[src/rtl/keypad_letter_fsm_pkg.sv]
// Shared key codes, FSM state type and key validity helper for the keypad letter path.
package keypad_pkg;

    localparam logic [7:0] KEY_1    = 8'h88;
    localparam logic [7:0] KEY_2    = 8'h84;
    localparam logic [7:0] KEY_3    = 8'h82;
    localparam logic [7:0] KEY_A    = 8'h81;
    localparam logic [7:0] KEY_4    = 8'h48;
    localparam logic [7:0] KEY_5    = 8'h44;
    localparam logic [7:0] KEY_6    = 8'h42;
    localparam logic [7:0] KEY_B    = 8'h41;
    localparam logic [7:0] KEY_7    = 8'h28;
    localparam logic [7:0] KEY_8    = 8'h24;
    localparam logic [7:0] KEY_9    = 8'h22;
    localparam logic [7:0] KEY_C    = 8'h21;
    localparam logic [7:0] KEY_STAR = 8'h18;
    localparam logic [7:0] KEY_0    = 8'h14;
    localparam logic [7:0] KEY_HASH = 8'h12;
    localparam logic [7:0] KEY_D    = 8'h11;

    localparam logic [7:0] ASCII_A  = 8'h41;

    typedef enum logic [1:0] {
        IDLE     = 2'd0,
        PEND     = 2'd1,
        WAIT_ACK = 2'd2
    } state_t;

    function automatic logic one_hot4(input logic [3:0] n);
        return (n != 4'd0) && ((n & (n - 4'd1)) == 4'd0);
    endfunction

    function automatic logic key_valid(input logic [7:0] code);
        return one_hot4(code[7:4]) && one_hot4(code[3:0]);
    endfunction

endpackage

[src/rtl/keypad_letter_fsm_if.sv]
// Scanner/game-side signal bundle of the keypad letter FSM.
interface keypad_letter_fsm_if;

    logic [7:0] cur_key;
    logic       strobe;
    logic       letter_ready;
    logic [7:0] letter;
    logic       letter_valid;
    logic [7:0] pend_letter;
    logic       pend_valid;
    logic       clear_pulse;
    logic       scan_mode;
    logic [7:0] bad_key_cnt;

    modport master (
        output cur_key, strobe, letter_ready,
        input  letter, letter_valid, pend_letter, pend_valid,
               clear_pulse, scan_mode, bad_key_cnt
    );

    modport slave (
        input  cur_key, strobe, letter_ready,
        output letter, letter_valid, pend_letter, pend_valid,
               clear_pulse, scan_mode, bad_key_cnt
    );

endinterface

[src/rtl/keypad_letter_fsm_key_decode.sv]
// Combinational key classifier: letter group base/size plus '*' and '#' detection.
module keypad_key_decode
    import keypad_pkg::*;
(
    input  logic [7:0] cur_key,
    output logic       is_letter,
    output logic [7:0] base_ascii,
    output logic [2:0] grp_size,
    output logic       is_star,
    output logic       is_hash
);

    always_comb begin
        is_letter  = 1'b0;
        base_ascii = 8'h00;
        grp_size   = 3'd3;
        is_star    = (cur_key == KEY_STAR);
        is_hash    = (cur_key == KEY_HASH);
        case (cur_key)
            KEY_2: begin is_letter = 1'b1; base_ascii = ASCII_A;          end
            KEY_3: begin is_letter = 1'b1; base_ascii = ASCII_A + 8'd3;   end
            KEY_4: begin is_letter = 1'b1; base_ascii = ASCII_A + 8'd6;   end
            KEY_5: begin is_letter = 1'b1; base_ascii = ASCII_A + 8'd9;   end
            KEY_6: begin is_letter = 1'b1; base_ascii = ASCII_A + 8'd12;  end
            KEY_7: begin is_letter = 1'b1; base_ascii = ASCII_A + 8'd15; grp_size = 3'd4; end
            KEY_8: begin is_letter = 1'b1; base_ascii = ASCII_A + 8'd19;  end
            KEY_9: begin is_letter = 1'b1; base_ascii = ASCII_A + 8'd22; grp_size = 3'd4; end
            default: ;
        endcase
    end

endmodule

[src/rtl/keypad_letter_fsm.sv]
// Multi-tap keypad letter builder: pending letter, '#' commit, valid/ready handover to game logic.
//  state    | meaning
//  IDLE     | no pending letter
//  PEND     | letter under construction, multi-tap sequence may be open
//  WAIT_ACK | committed letter offered, scanner frozen
module keypad_letter_fsm
    import keypad_pkg::*;
#(
    parameter int TIMEOUT_CYCLES = 10_000_000,
    parameter int CNT_W          = $clog2(TIMEOUT_CYCLES + 1)
) (
    input  logic                clk,
    input  logic                nRst,
    keypad_letter_fsm_if.slave  kif
);

    localparam logic [CNT_W-1:0] TIMER_TERM = CNT_W'(TIMEOUT_CYCLES - 1);

    state_t           state_q, state_d;
    logic [1:0]       idx_q, idx_d;
    logic [7:0]       last_key_q, last_key_d;
    logic             seq_open_q, seq_open_d;
    logic [CNT_W-1:0] timer_q, timer_d;
    logic [7:0]       bad_q, bad_d;
    logic [7:0]       letter_q, letter_d;
    logic             lv_q, lv_d;
    logic [7:0]       pend_letter_q, pend_letter_d;
    logic             pv_q, pv_d;
    logic             clr_q, clr_d;
    logic             scan_q, scan_d;

    logic       is_letter, is_star, is_hash;
    logic [7:0] base_ascii;
    logic [2:0] grp_size;
    logic       take;

    keypad_key_decode u_decode (
        .cur_key    (kif.cur_key),
        .is_letter  (is_letter),
        .base_ascii (base_ascii),
        .grp_size   (grp_size),
        .is_star    (is_star),
        .is_hash    (is_hash)
    );

    // Strobes are not even counted while the scanner should be frozen.
    assign take = kif.strobe && (state_q != WAIT_ACK);

    always_comb begin
        state_d       = state_q;
        idx_d         = idx_q;
        last_key_d    = last_key_q;
        seq_open_d    = seq_open_q;
        timer_d       = timer_q;
        bad_d         = bad_q;
        letter_d      = letter_q;
        lv_d          = lv_q;
        pend_letter_d = pend_letter_q;
        pv_d          = pv_q;
        clr_d         = 1'b0;
        scan_d        = scan_q;

        if (take && !key_valid(kif.cur_key) && (bad_q != 8'hFF)) begin
            bad_d = bad_q + 8'd1;
        end

        case (state_q)
            IDLE: begin
                if (take && is_letter) begin
                    state_d       = PEND;
                    idx_d         = 2'd0;
                    last_key_d    = kif.cur_key;
                    seq_open_d    = 1'b1;
                    timer_d       = '0;
                    pend_letter_d = base_ascii;
                    pv_d          = 1'b1;
                end else if (take && is_star) begin
                    clr_d = 1'b1;
                end
            end
            PEND: begin
                if (take && is_letter) begin
                    if ((kif.cur_key == last_key_q) && seq_open_q) begin
                        idx_d = ({1'b0, idx_q} == (grp_size - 3'd1)) ? 2'd0 : idx_q + 2'd1;
                    end else begin
                        idx_d      = 2'd0;
                        last_key_d = kif.cur_key;
                    end
                    pend_letter_d = base_ascii + {6'd0, idx_d};
                    seq_open_d    = 1'b1;
                    timer_d       = '0;
                end else if (take && (is_hash || is_star)) begin
                    if (is_hash) begin
                        state_d  = WAIT_ACK;
                        letter_d = pend_letter_q;
                        lv_d     = 1'b1;
                        scan_d   = 1'b0;
                    end else begin
                        state_d = IDLE;
                        clr_d   = 1'b1;
                    end
                    idx_d         = 2'd0;
                    last_key_d    = 8'h00;
                    seq_open_d    = 1'b0;
                    timer_d       = '0;
                    pend_letter_d = 8'h00;
                    pv_d          = 1'b0;
                end else if (seq_open_q) begin
                    if (timer_q == TIMER_TERM) begin
                        seq_open_d = 1'b0;
                    end else begin
                        timer_d = timer_q + CNT_W'(1);
                    end
                end
            end
            WAIT_ACK: begin
                if (lv_q && kif.letter_ready) begin
                    state_d = IDLE;
                    lv_d    = 1'b0;
                    scan_d  = 1'b1;
                end
            end
            default: state_d = IDLE;
        endcase
    end

    always_ff @(posedge clk or negedge nRst) begin
        if (!nRst) begin
            state_q       <= IDLE;
            idx_q         <= 2'd0;
            last_key_q    <= 8'h00;
            seq_open_q    <= 1'b0;
            timer_q       <= '0;
            bad_q         <= 8'h00;
            letter_q      <= 8'h00;
            lv_q          <= 1'b0;
            pend_letter_q <= 8'h00;
            pv_q          <= 1'b0;
            clr_q         <= 1'b0;
            scan_q        <= 1'b1;
        end else begin
            state_q       <= state_d;
            idx_q         <= idx_d;
            last_key_q    <= last_key_d;
            seq_open_q    <= seq_open_d;
            timer_q       <= timer_d;
            bad_q         <= bad_d;
            letter_q      <= letter_d;
            lv_q          <= lv_d;
            pend_letter_q <= pend_letter_d;
            pv_q          <= pv_d;
            clr_q         <= clr_d;
            scan_q        <= scan_d;
        end
    end

    assign kif.letter       = letter_q;
    assign kif.letter_valid = lv_q;
    assign kif.pend_letter  = pend_letter_q;
    assign kif.pend_valid   = pv_q;
    assign kif.clear_pulse  = clr_q;
    assign kif.scan_mode    = scan_q;
    assign kif.bad_key_cnt  = bad_q;

endmodule

[src/flat_wrapper.sv]
// flat-port wrapper written by rule: the top's interface ports become plain ports
module keypad_letter_fsm_flat import keypad_pkg::*;
#(
    parameter int TIMEOUT_CYCLES = 10_000_000,
    parameter int CNT_W          = $clog2(TIMEOUT_CYCLES + 1)
)
  (clk, nRst, kif_cur_key, kif_strobe, kif_letter_ready, kif_letter, kif_letter_valid, kif_pend_letter, kif_pend_valid, kif_clear_pulse, kif_scan_mode, kif_bad_key_cnt);
  keypad_letter_fsm_if kif_i ();
  input  logic clk;
  input  logic nRst;
  input wire logic [$bits(kif_i.cur_key)-1:0] kif_cur_key;
  input wire logic [$bits(kif_i.strobe)-1:0] kif_strobe;
  input wire logic [$bits(kif_i.letter_ready)-1:0] kif_letter_ready;
  output wire logic [$bits(kif_i.letter)-1:0] kif_letter;
  output wire logic [$bits(kif_i.letter_valid)-1:0] kif_letter_valid;
  output wire logic [$bits(kif_i.pend_letter)-1:0] kif_pend_letter;
  output wire logic [$bits(kif_i.pend_valid)-1:0] kif_pend_valid;
  output wire logic [$bits(kif_i.clear_pulse)-1:0] kif_clear_pulse;
  output wire logic [$bits(kif_i.scan_mode)-1:0] kif_scan_mode;
  output wire logic [$bits(kif_i.bad_key_cnt)-1:0] kif_bad_key_cnt;
  assign kif_i.cur_key = kif_cur_key;
  assign kif_i.strobe = kif_strobe;
  assign kif_i.letter_ready = kif_letter_ready;
  assign kif_letter = kif_i.letter;
  assign kif_letter_valid = kif_i.letter_valid;
  assign kif_pend_letter = kif_i.pend_letter;
  assign kif_pend_valid = kif_i.pend_valid;
  assign kif_clear_pulse = kif_i.clear_pulse;
  assign kif_scan_mode = kif_i.scan_mode;
  assign kif_bad_key_cnt = kif_i.bad_key_cnt;
  keypad_letter_fsm #(.TIMEOUT_CYCLES(TIMEOUT_CYCLES), .CNT_W(CNT_W)) u_core (.clk(clk), .nRst(nRst), .kif(kif_i));
endmodule
[config.mk]
export PLATFORM = sky130hd
export DESIGN_NAME = keypad_letter_fsm_flat
export DESIGN_NICKNAME = d
export VERILOG_FILES = /design/src/rtl/keypad_letter_fsm_pkg.sv /design/src/rtl/keypad_letter_fsm_if.sv /design/src/rtl/keypad_letter_fsm_key_decode.sv /design/src/rtl/keypad_letter_fsm.sv /design/src/flat_wrapper.sv
export SDC_FILE = /design/constraint.sdc
export NUM_CORES = 1
export LEC_CHECK = 0
export BUFFER_PORTS_ARGS = -buffer_cell sky130_fd_sc_hd__buf_2
export CAP_MARGIN = 30
export CORE_ASPECT_RATIO = 0.75
export CORE_MARGIN = 1
export CORE_UTILIZATION = 44
export DETAILED_ROUTE_END_ITERATION = 12
export GPL_TIMING_DRIVEN = 0
export HOLD_SLACK_MARGIN = 0.15
export PLACE_DENSITY = 0.65
export SYNTH_ARGS = -nofsm -noshare
export SYNTH_HDL_FRONTEND = slang
export SYNTH_SLANG_ARGS = --single-unit
[constraint.sdc]
create_clock -name clk -period 2.8 [get_ports clk]
set_clock_uncertainty 0.2 [all_clocks]
set_input_delay 0.42 -clock clk [delete_from_list [all_inputs] [get_ports clk]]
set_output_delay 0.42 -clock clk [all_outputs]
set_load 0.03 [all_outputs]
# Word level (Yosys, flattened, before mapping)
# Cells that the tools add are included.
# word_totals
wordCells	134
mem_bits_rw	0
latch_bits	0
rom_bits	0
mem_count	0
output_inout_bits	28
regBits	65
# classes
mul	0
bitwise	3
div_mod_pow	0
eq_ne	26
muxes	56
n_shift	0
n_reduce_logical	30
magnitude_cmp	0
addsub	7
# op_table
operator	n
$mux W24	5
$pmux W7 S8	1
$mux W8	6
$pmux W24 S2	1
$pmux W8 S2	2
$add A24 B1 Y24 const B	1
$eq A24 B24 Y1 const B	1
$eq A8 B6 Y1 const B	3
$eq A8 B7 Y1 const B	3
$mux W2	12
$mux W1	21
$reduce_and A4 Y1	5
$eq A8 B5 Y1 const B	2
$eq A8 B8 Y1 const B	2
$logic_and A1 B1 Y1	11
$pmux W1 S2	5
$add A7 B2 Y8	1
$add A8 B1 Y8 const B	1
$and A4 B4 Y4	2
$eq A8 B8 Y1	1
$logic_not A4 Y1	2
$ne A2 B1 Y1 const B	4
$ne A8 B8 Y1 const B	1
$reduce_bool A4 Y1	2
24 further kinds	27

# Depth between registers and ports, before layout
# depth
ltp_word	12
depth_mapped	14

# Cells and area by module
# A second synthesis with hierarchy kept.
# unflattened
hier_cells	401
area_unflattened_um2	3668.5
# by_module_without_submodules
mod	area_per_inst_um2	instances	seq_area_each_um2	cells_each
keypad_letter_fsm	3415.8	1	1627.8	366
keypad_key_decode	252.7	1	0.0	35

# Worst setup path before layout
# Ideal clock, no wire load.
# synth_timing
path_kind	input to register
start	input kif_cur_key[4]
end	register u_core.pend_letter_q[1] (netlist: u_core.kif.pend_letter[1])
setup_time_ns	0.136
arrival_ns	2.519
path_slack_ns	-0.055
stages	11
t_required_ns	2.464
cell_sequence	buf_2 > or4b_2 > clkbuf_1 > o21ai_0 > nor2b_1 > nand2_1 > inv_1 > ha_1 > fa_1 > a31oi_1 > o21ai_0
# synth_via
elab_chain_cells	12
elab_cells_between_ends	33
classes_between	2 x add/sub; 14 x eq/ne; 10 x mux; 7 x reduce/logical
# synth_rtl
element	line_no	source
start, declared	flat_wrapper.sv:11	input wire logic [$bits(kif_i.cur_key)-1:0] kif_cur_key;
$eq A8 B6 Y1	keypad_letter_fsm_key_decode.sv:19	case (cur_key)
$reduce_or A2 Y1 (no line)	-	
$mux W3	keypad_letter_fsm_key_decode.sv:19	
$sub A3 B1 Y3	keypad_letter_fsm.sv:84	idx_d = ({1'b0, idx_q} == (grp_size - 3'd1)) ? 2'd0 : idx_q + 2'd1;
$eq A2 B3 Y1	keypad_letter_fsm.sv:84	
$mux W2	keypad_letter_fsm.sv:84	
$mux W2	keypad_letter_fsm.sv:83	if ((kif.cur_key == last_key_q) && seq_open_q) begin
$mux W2	keypad_letter_fsm.sv:82	if (take && is_letter) begin
$mux W2	keypad_letter_fsm.sv:67	case (state_q)
$add A7 B2 Y8	keypad_letter_fsm.sv:89	pend_letter_d = base_ascii + {6'd0, idx_d};
$mux W8	keypad_letter_fsm.sv:82	
$pmux W8 S2	keypad_letter_fsm.sv:67	
end signal, assigned	keypad_letter_fsm.sv:150	pend_letter_q <= pend_letter_d;
end, declared	keypad_letter_fsm.sv:27	logic [7:0] pend_letter_q, pend_letter_d;
# Parallel ways exist; a longest one is shown, timed or not. The select of a mux whose other input is x is not followed.
# A chain may end at the register's enable or synchronous reset.

# Worst setup path in the final report
# layout_timing
start	register u_core.timer_q[21]
end	register u_core.timer_q[8]
# layout_via
elab_chain_cells	3
# layout_rtl
element	line_no	source
start, declared	keypad_letter_fsm.sv:23	logic [CNT_W-1:0] timer_q, timer_d;
start signal, assigned	keypad_letter_fsm.sv:146	timer_q <= timer_d;
$eq A24 B24 Y1	keypad_letter_fsm.sv:109	if (timer_q == TIMER_TERM) begin
$ne A4 B2 Y1 (no line)	-	
$reduce_and A4 Y1 (no line)	-	
# Every way passes these cells.

==> flow_summary.toml <==
[synth]
ys_ff_latch = 63
ys_top_cells_by_area = "dfrtp_1 44%, nand2_1 5.5%, xor2_1 4.7%"
synth-edff-count = 0
syn_area_per_cell_um2 = 9.256
synth_warnings = 0
netlist_top_cells_count = "62 x dfrtp_1, 52 x nand2_1, 32 x nor2_1"
yosysSeqAreaShare_pct = 44.28
synthFlopType = "dfrtp_1"
synth_cell_type_count = 51
synth_area_um2 = 3563
synth.most_common_cell = "dfrtp_1"
syn_inst = 385
synth_top_area_share_pct = 43.54
synthArstFlopShare_pct = 100.0
synth_top_area_cell = "dfrtp_1"

[detailed_routing]
vias = 2962
first_pass_iters = 6
drc = 0
ant_nets = 0
routedWlPerCell_um = 14.60
drt-total-wl_mm = 7.958
drt_iter0_markers = 211
viasPerCell = 5.435

[global_routing]
grt_max_degree = 64
grt_overflow = 0
grt_pass1_vias = 2659
grt_pass1_wl_mm = 13.17
track_usage_pct = 20.15
antenna_found_initial = 0

[power]
p_per_area_nw_per_um2 = 686.3
total_power_uw = 2889
power_leakage_uw = 0.001936
ir_worst_vdd_uv = 431.5

[sta]
fin_crit_sh_pct = 97.93
rsz0062_at_grt = "yes"
slew_headroom_pct = 47.09
fin_ws_ps = 57.97
fin_crit_ps = 2742
fin_hold_ws_ps = 172.1
tightest_slew_ps = 785.4
final-max-slew-violation-count = 0
fmax_mhz = 364.7
hold_viol = 0
setup_viol = 0

[cells_and_area]
drive_gt1_share_pct = 22.05
fin_area_um2 = 4209
instances_no_fill = 545
fill_cells = 718
nets = 455
n_antenna_cell = 0
areaGrowthSynthToFinish_pct = 18.12

[cts]
cts_buffers = 9
clk_path_buf_depth = 2
clk_latency_ps = 340
cts_tree = "built"
path_clk_slew_ps = 60
cts_sinks = 63
htreeDepth = 3
clock-root-buffer = "clkbuf_8"

[critical_path]
cp.arrival_ps = 2770
crit_type = "flop to flop"
path_max_fanout = 10
cp-end-kind = "flop"
critPathLaunch = "u_core.timer_q[21]$_DFFE_PN0P_"
critPathRequiredTime_ps = 2830
r2r_start = "u_core.timer_q[21]$_DFFE_PN0P_"
startpoint_type = "flop"

[die]
die_h_um = 79.94
dieArea_um2 = 8466
die_w_um = 105.9
start_util_pct = 45.21
coreArea_um2 = 7883
io_pins = 40
row_count = 28

[placed_design]
post-dp-hpwl_mm = 5.591
post_dp_cell_area_um2 = 3877
portBuffers = 30
gp_congestion = 0.8205
preCtsSetupSlack_ps = -602.9
dp.cells = 521

[worst_hold_path]
min_path_type = "input port to flop"
hold_start = "kif_cur_key[5]"

[run_status]
status = "finished, final reports clean"

[flow_run]
drv_cap = 0
==> flip-flops by register name (all words and copies together), names as in the netlist <==
signal,flops
u_core.kif.pend_valid,1
u_core.last_key_q,8
u_core.idx_q,2
u_core.seq_open_q,1
u_core.kif.scan_mode,1
u_core.kif.letter_valid,1
u_core.kif.bad_key_cnt,8
u_core.state_q,2
u_core.kif.clear_pulse,1
u_core.timer_q,24
u_core.kif.pend_letter,7
u_core.kif.letter,7
==> final cells by class <==
class / count / area, um2 / share of cell area [%]
repair buffers: 38 / 212.7 / 5.054
well taps: 105 / 131.4 / 3.121
clock buffers: 15 / 166.4 / 3.954
clock inverters: 1 / 30.03 / 0.7134
plain buffers: 20 / 126.4 / 3.002
multi-input cells: 296 / 1936 / 45.99
flip-flops and latches: 63 / 1580 / 37.54
inverters: 7 / 26.28 / 0.6243
==> per-stage QoR <==
stage | utilization [%] | setup TNS, ps
6_report | 53.40 | 0
5_1_grt | 53.40 | -173.9
4_1_cts | 52.35 | 0
3_5_place_dp | 49.19 | -15820
3_3_place_gp | 49.16 | -15100
2_1_floorplan | - | 0
==> report_power, final <==
part	switching (uW)	internal, uW
Combinational	566	340
Sequential	135	1050
Clock	334	462
==> critical path, cell delays in order (launching register included) <==
cell	delay, ps
dfrtp_1	430
or4b_2	710
or3_4	400
o21ai_2	170
nand3_2	150
buf_4	220
nand4_1	120
xor2_1	170
nor2_1	50
==> cell families after synthesis <==
kind of cell    share of synthesized area (%)
compound gates                          12.78
xor+xnor                                8.357
fa+ha+maj                               3.020
buf+inv                                 3.546
flops                                   44.28
mux                                     3.441
other cells                            0.1052
simple gates                            24.47
==> metal layers <==
layer / routed length [um] / share of wire (%) / track usage [%]
met5: 0 / 0 / 0
met2: 3297 / 41 / 28.95
met1: 4072 / 51 / 29.28
met4: 92 / 1.2 / 6.667
met3: 496 / 6.2 / 5.224
==> placed cells by master (no fill, tap or decap), types with 3 or more instances in the layout <==
cell and count:
or3_1 6, or4b_2 3, xor2_1 19, clkbuf_2 3, nor2b_1 3, nand2_1 52
mux2_2 8, dfrtp_1 60, clkbuf_8 11, clkbuf_1 9, a21o_1 3, buf_4 10
or4_1 5, nor4b_2 3, a31oi_1 3, nand3_1 19, nor2_1 32, a22o_1 7
inv_1 6, nand4_1 11, nand2b_1 5, ha_1 5, o22ai_1 5, and3_1 6
buf_6 4, xnor2_1 15, o21ai_0 21, o21a_1 3, nor3_1 10, buf_2 35
a21oi_1 10, and2_1 6
==> timing repair <==
action | 4_1_cts | 5_1_grt
setup endpoints to repair | 29 | 31
gates cloned | 0 | 1
hold buffers | 1 | 0
setup buffers | 1 | 5
gates resized for setup | 10 | 13
endpoints found under the hold margin | 62 | 0
pin swaps | 1 | 3
==> final timing paths <==
kind / endpoint / slack [ps] / depth (start not counted)
max in group asynchronous: u_core.timer_q[7]$_DFFE_PN0P_ / 1320 / 2
hold / removal: u_core.last_key_q[5]$_DFFE_PN0P_ / 170 / 2
min in group asynchronous: u_core.idx_q[1]$_DFFE_PN0P_ / 480 / 2
hold reg to reg: u_core.kif.letter[4]$_DFFE_PN0P_ / 300 / 1
setup reg to reg: u_core.timer_q[8]$_DFFE_PN0P_ / 60 / 8
setup / recovery: u_core.timer_q[8]$_DFFE_PN0P_ / 60 / 8
Note: power is estimated with default switching activity, not from simulation.
